==> src/rtl/alu_pkg.sv <==
// Shared constants and types for the ALU and its two-requester arbiter.
package alu_pkg;

    localparam int W = 8;

    localparam logic [1:0] OP_ADD = 2'b00;
    localparam logic [1:0] OP_SUB = 2'b01;
    localparam logic [1:0] OP_AND = 2'b10;
    localparam logic [1:0] OP_OR  = 2'b11;

    typedef enum logic [1:0] {
        IDLE = 2'd0,
        EXEC = 2'd1,
        RESP = 2'd2
    } arb_state_t;

endpackage

==> src/rtl/alu.sv <==
// 8-bit combinational ALU: add/sub/and/or with optional result inversion.
module alu
    import alu_pkg::*;
(
    input  logic [W-1:0] A,
    input  logic [W-1:0] B,
    input  logic [1:0]   aluop,
    input  logic         neg,
    output logic [W-1:0] O
);

    logic [W-1:0] res;

    // Select the operation; add and sub wrap modulo 2^W, neg is a bitwise NOT.
    always_comb begin
        res = A + B;
        case (aluop)
            OP_ADD: res = A + B;
            OP_SUB: res = A - B;
            OP_AND: res = A & B;
            OP_OR:  res = A | B;
            default: res = A + B;
        endcase
        O = neg ? ~res : res;
    end

endmodule

==> src/rtl/alu_arbiter.sv <==
// Round-robin arbiter sharing one ALU between two requesters.
// IDLE grants and latches operands, EXEC captures the ALU output,
// RESP holds the tagged result until the consumer takes it.
module alu_arbiter
    import alu_pkg::*;
#(
    parameter int CNT_W = 16
) (
    input  logic             clk,
    input  logic             rst_n,
    input  logic             req0_valid,
    output logic             req0_ready,
    input  logic [W-1:0]     req0_a,
    input  logic [W-1:0]     req0_b,
    input  logic [1:0]       req0_op,
    input  logic             req0_neg,
    input  logic             req1_valid,
    output logic             req1_ready,
    input  logic [W-1:0]     req1_a,
    input  logic [W-1:0]     req1_b,
    input  logic [1:0]       req1_op,
    input  logic             req1_neg,
    output logic             rsp_valid,
    input  logic             rsp_ready,
    output logic [W-1:0]     rsp_data,
    output logic             rsp_id,
    output logic             busy,
    output logic [CNT_W-1:0] done_cnt0,
    output logic [CNT_W-1:0] done_cnt1
);

    arb_state_t       state_q, state_d;
    logic             last_grant_q, last_grant_d;
    logic [W-1:0]     a_q, a_d, b_q, b_d;
    logic [1:0]       op_q, op_d;
    logic             neg_q, neg_d;
    logic             id_q, id_d;
    logic             rsp_valid_q, rsp_valid_d;
    logic [W-1:0]     rsp_data_q, rsp_data_d;
    logic             rsp_id_q, rsp_id_d;
    logic [CNT_W-1:0] cnt0_q, cnt0_d, cnt1_q, cnt1_d;

    logic             gnt_any;
    logic             gnt_id;
    logic [W-1:0]     alu_o;

    // The ALU only ever sees the latched operands, so requester inputs
    // are free to change once accepted.
    alu u_alu (
        .A     (a_q),
        .B     (b_q),
        .aluop (op_q),
        .neg   (neg_q),
        .O     (alu_o)
    );

    // Grant selection: a lone requester wins; on contention the one that
    // did not win last time goes.
    always_comb begin
        gnt_any    = req0_valid | req1_valid;
        gnt_id     = (req0_valid && req1_valid) ? ~last_grant_q : req1_valid;
        req0_ready = (state_q == IDLE) && gnt_any && !gnt_id;
        req1_ready = (state_q == IDLE) && gnt_any &&  gnt_id;
    end

    // Next-state and datapath update for the IDLE/EXEC/RESP sequence.
    always_comb begin
        state_d      = state_q;
        last_grant_d = last_grant_q;
        a_d          = a_q;
        b_d          = b_q;
        op_d         = op_q;
        neg_d        = neg_q;
        id_d         = id_q;
        rsp_valid_d  = rsp_valid_q;
        rsp_data_d   = rsp_data_q;
        rsp_id_d     = rsp_id_q;
        cnt0_d       = cnt0_q;
        cnt1_d       = cnt1_q;
        case (state_q)
            IDLE: begin
                if (gnt_any) begin
                    a_d          = gnt_id ? req1_a   : req0_a;
                    b_d          = gnt_id ? req1_b   : req0_b;
                    op_d         = gnt_id ? req1_op  : req0_op;
                    neg_d        = gnt_id ? req1_neg : req0_neg;
                    id_d         = gnt_id;
                    last_grant_d = gnt_id;
                    state_d      = EXEC;
                end
            end
            EXEC: begin
                rsp_data_d  = alu_o;
                rsp_id_d    = id_q;
                rsp_valid_d = 1'b1;
                state_d     = RESP;
            end
            RESP: begin
                if (rsp_valid_q && rsp_ready) begin
                    rsp_valid_d = 1'b0;
                    if (rsp_id_q) cnt1_d = cnt1_q + CNT_W'(1);
                    else          cnt0_d = cnt0_q + CNT_W'(1);
                    state_d = IDLE;
                end
            end
            default: state_d = IDLE;
        endcase
    end

    // State register; reset drops any in-flight result without counting it.
    always_ff @(posedge clk) begin
        if (!rst_n) begin
            state_q      <= IDLE;
            last_grant_q <= 1'b1;
            a_q          <= '0;
            b_q          <= '0;
            op_q         <= '0;
            neg_q        <= 1'b0;
            id_q         <= 1'b0;
            rsp_valid_q  <= 1'b0;
            rsp_data_q   <= '0;
            rsp_id_q     <= 1'b0;
            cnt0_q       <= '0;
            cnt1_q       <= '0;
        end else begin
            state_q      <= state_d;
            last_grant_q <= last_grant_d;
            a_q          <= a_d;
            b_q          <= b_d;
            op_q         <= op_d;
            neg_q        <= neg_d;
            id_q         <= id_d;
            rsp_valid_q  <= rsp_valid_d;
            rsp_data_q   <= rsp_data_d;
            rsp_id_q     <= rsp_id_d;
            cnt0_q       <= cnt0_d;
            cnt1_q       <= cnt1_d;
        end
    end

    assign rsp_valid = rsp_valid_q;
    assign rsp_data  = rsp_data_q;
    assign rsp_id    = rsp_id_q;
    assign busy      = (state_q != IDLE);
    assign done_cnt0 = cnt0_q;
    assign done_cnt1 = cnt1_q;

endmodule

==> config.mk <==
export PLATFORM = sky130hd
export DESIGN_NAME = alu_arbiter
export DESIGN_NICKNAME = d
export VERILOG_FILES = /design/src/rtl/alu_pkg.sv /design/src/rtl/alu.sv /design/src/rtl/alu_arbiter.sv
export SDC_FILE = /design/constraint.sdc
export NUM_CORES = 1
export LEC_CHECK = 0
export BUFFER_PORTS_ARGS = -buffer_cell sky130_fd_sc_hd__buf_4
export CORE_MARGIN = 2
export CORE_UTILIZATION = 45
export CTS_CLUSTER_DIAMETER = 150
export DETAILED_ROUTE_END_ITERATION = 16
export PLACE_DENSITY_LB_ADDON = 0.25
export SYNTH_ARGS = -nofsm -noshare
export SYNTH_HDL_FRONTEND = slang
export SYNTH_HIERARCHICAL = 1
export SYNTH_SLANG_ARGS = --single-unit
export TNS_END_PERCENT = 10
==> constraint.sdc <==
create_clock -name clk -period 7.7 [get_ports clk]
set_clock_uncertainty 0.15 [all_clocks]
set_input_delay 2.31 -clock clk [delete_from_list [all_inputs] [get_ports clk]]
set_output_delay 2.31 -clock clk [all_outputs]
set_load 0.02 [all_outputs]
==> run summary <==
========================================================================================
Clock latency of the later-clocked register in the worst-skew pair                340 ps
Fraction of the yosys area taken by sequential cells                               36.9%
Core Area                                                                       7650 µm²
Flip-flop cell with the highest count after synthesis                       sky130_fd_sc_hd__dfxtp_1
Number of remaining DRC errors                                                         0
Max stage delay cell, worst path                                            sky130_fd_sc_hd__buf_4
Total count of hold-check failures in the final report                                 0
Slew headroom                                                                      31.1%
GRT Resource Usage Total                                                           19.0%
CTS max path bufs                                                                      2
Area of the multi-input gates                                                   2060 µm²
Layout cells sized above 1                                                         23.2%
Area enclosed by the die boundary                                               8560 µm²
Largest vdd supply drop                                                      0.0000921 V
Die height                                                                       92.5 µm
CP Data Arrival Time                                                             3050 ps
Number of nets produced by synthesis                                                 472
TritonCTS clock tree                                                                done
Min Hold Slack                                                                    304 ps
Max incr delay on CP                                                              240 ps
IO Pins                                                                               88
Routed wire length                                                               7.98 mm
Total power density per cell area                                             208 nW/µm²
H-tree levels                                                                          3
Number of clock sinks                                                                 65
Shortest period the worst path allows                                            5510 ps
Final Max Slew Viols                                                                   0
Total of endpoints with negative setup slack in the final report                       0
Number of buffers inserted during clock tree synthesis                                 9
Yosys top cell by area                                                      sky130_fd_sc_hd__dfxtp_1
Worst path bufs/invs                                                                   3
Net count of the finished layout                                                     551
Setup total negative slack                                                          0 ps
Worst slack at placement                                                         2200 ps
Number of library cell types mapped by synthesis                                      47
Initial Util                                                                       46.1%
Post-Synthesis Cell Area                                                        3520 µm²
Via total after detailed routing                                                    3248
Vias in the first global route                                                      2834
Async S/R FF share, synth                                                             0%
Worst endpoint required time                                                     5240 ps
Number of cells produced by synthesis                                                416
Slew at the pin closest to its max-slew limit                                    1030 ps
Commonest cells in the synthesized netlist                                  sky130_fd_sc_hd__dfxtp_1, sky130_fd_sc_hd__nor2_1, sky130_fd_sc_hd__nand2_1, sky130_fd_sc_hd__a21oi_1, sky130_fd_sc_hd__o21ai_0
Unrepaired setup endpoints after global routing                                       no
Cells on Worst Hold Path                                                               2
Critical path startpoint category                                             input port
Top cell by count, worst path                                               sky130_fd_sc_hd__buf_4
Worst-case register-to-register setup slack                                      4710 ps
WS Path Type                                                                input port to output port
Peak fanout along the critical path                                                   22
Syn_area_per_cell                                                               8.47 µm²
Maximum number of pins on one net before global-route repair                          64
Flops & latches, synth                                                                65
Global placement routability congestion                                            0.842
Number of flops mapped to enable cells by yosys                                        0
Crit path max-delay family                                                  buffers and inverters
Fraction of synthesized cell area taken by the top area cell type                  36.9%
Layout overhead on the synthesized area                                            25.1%
Post-detailed-route wirelength per cell                                          13.2 µm
Number of iterations in the first detailed-routing pass                                5
Portion of the clock cycle consumed by the worst path in the final layout          71.5%
Outcome                                                                     finished clean
# fillers                                                                            704
Synth warn                                                                             6
Root cell of the clock tree                                                 sky130_fd_sc_hd__clkbuf_8
Placement row count                                                                   32
Horizontal extent of the die                                                     92.5 µm
Cells on worst reg2reg path                                                           10
Count of cells resized by post-cts repair                                              0
Number of buffer cells added on primary ports                                         87
First-pass GRT wire length                                                       13.3 mm
Seq. cell area                                                                  1300 µm²
DR vias/cell                                                                        5.40
Number of diodes added for antenna fixing                                              0
Setup Fix Bufs, Post-CTS                                                               0
Routed Antenna Nets                                                                    0
Cell types with the largest area share after synthesis                      sky130_fd_sc_hd__dfxtp_1, sky130_fd_sc_hd__a222oi_1, sky130_fd_sc_hd__nor2_1
Register clock-pin slew on the reported worst setup and hold paths                 60 ps
Initial DRC Count                                                                    274
Crit-path cells                                                             buf_4, nand2_1, and3_1, buf_4, buf_4
Post-route insts no fill                                                             602
Crit. path cell count                                                                  5
Number of antenna violations at the first check in global routing                      0
Highest Clock Rate                                                             0.182 GHz
Number of placed instances with taps included                                        586
Nature of the critical path endpoint                                         output port
Remaining global-route overflow                                                        0
Worst setup margin                                                               2190 ps
Final Power                                                                     0.916 mW
Library cell with the highest instance count after synthesis                sky130_fd_sc_hd__dfxtp_1
Kind of path behind the tightest hold check                                 flip-flop to flip-flop
Leakage Power                                                                    1.81 nW
Hold buffers post-CTS                                                                  0
Maxcap violations                                                                      0
Post-detail-place hpwl                                                           5.81 mm
========================================================================================
==> kinds of logic (layout without fill, tap and decap cells) <==
logic type / after synthesis / in the layout / share of synthesized area (%)
AOI/OAI and AO/OA: 91 / 91 / 17.2
adders and majority gates: 18 / 18 / 6.25
DFF: 65 / 65 / 36.9
muxes: 5 / 5 / 1.46
and+or+nand+nor: 171 / 171 / 26.2
buffers and inverters: 36 / 120 / 4.54
xor gates and xnor gates: 30 / 30 / 7.45
==> per-layer routing <==
layer  vias to the layer above  routed length, µm  global-route usage, %
met3                         8                513                   3.50
met2                       116               3390                   29.3
met1                      1459               3980                   26.8
met4                         0                 91                   5.97
li1                       1665                  -                      -
met5                         -                  0                      0
==> path summary, 6_finish.rpt <==
kind | start | endpoint
worst min-delay path | rsp_data[0] | rsp_data[0]
worst max register to register | op_q[0] | rsp_data[4]
worst max-delay path | req0_valid | req1_ready
worst min register to register | rsp_data[0] | rsp_data[0]
==> cell type report <==
class	instances	share of cell area [%]
well taps	102	2.89
inverters	14	1.19
repair buffers	90	15.3
multi-input cells	315	46.8
clock inverters	5	0.851
clock buffers	11	3.43
flip-flops and latches	65	29.5
==> stage by stage <==
stage | instance area [µm²] | util, %
2_1_floorplan | 3520 | -
3_3_place_gp | 4220 | 55.2
3_5_place_dp | 4220 | 55.2
4_1_cts | 4410 | 57.7
5_1_grt | 4410 | 57.7
6_report | 4410 | 57.7
==> where the power goes <==
group	switching (mW)	total (mW)	internal, mW
logic	0.137	0.261	0.124
registers	0.0266	0.383	0.356
clock network	0.136	0.272	0.135
total	0.300	0.916	0.616
==> state kept, by name, indices dropped and copies added (netlist names), 2 cells and up <==
register and count:
b_q 8, state_q 2, done_cnt0 16, a_q 8
op_q 2, rsp_data 8, done_cnt1 16
==> worst min-delay path, delay by kind of cell, from the launching register on <==
kind | cells | cell delay [ps]
AO/OA/AOI/OAI | 1 | 50
flip-flops | 1 | 310
AND/OR/NAND/NOR | 1 | 50
==> cells in the final DEF, fill, tap and decap left out, drive strengths merged, types with 2 or more instances in the layout <==
| master | Yosys | layout |
|---|---|---|
| buf | 5 | 90 |
| dfxtp | 65 | 65 |
| nor2 | 48 | 48 |
| nand2 | 36 | 36 |
| a21oi | 35 | 35 |
| o21ai | 20 | 20 |
| a222oi | 19 | 19 |
| xnor2 | 15 | 15 |
| xor2 | 15 | 15 |
| inv | 14 | 15 |
| nand4 | 14 | 14 |
| ha | 12 | 12 |
| nand3 | 11 | 11 |
| or3 | 11 | 11 |
| clkbuf | 17 | 11 |
| nor3 | 9 | 9 |
| nor2b | 8 | 8 |
| and3 | 5 | 5 |
| and2 | 5 | 5 |
| maj3 | 5 | 5 |
| a31oi | 5 | 5 |
| and4 | 4 | 4 |
| nand4b | 4 | 4 |
| o21a | 4 | 4 |
| mux2i | 4 | 4 |
| nand2b | 3 | 3 |
| nand3b | 3 | 3 |
| nor3b | 3 | 3 |
| and4b | 2 | 2 |
| nor4 | 2 | 2 |
| clkinvlp | 0 | 2 |
| o211ai | 2 | 2 |
| a21o | 2 | 2 |
| clkinv | 0 | 2 |
No activity file was read; power rests on OpenSTA's default activity.
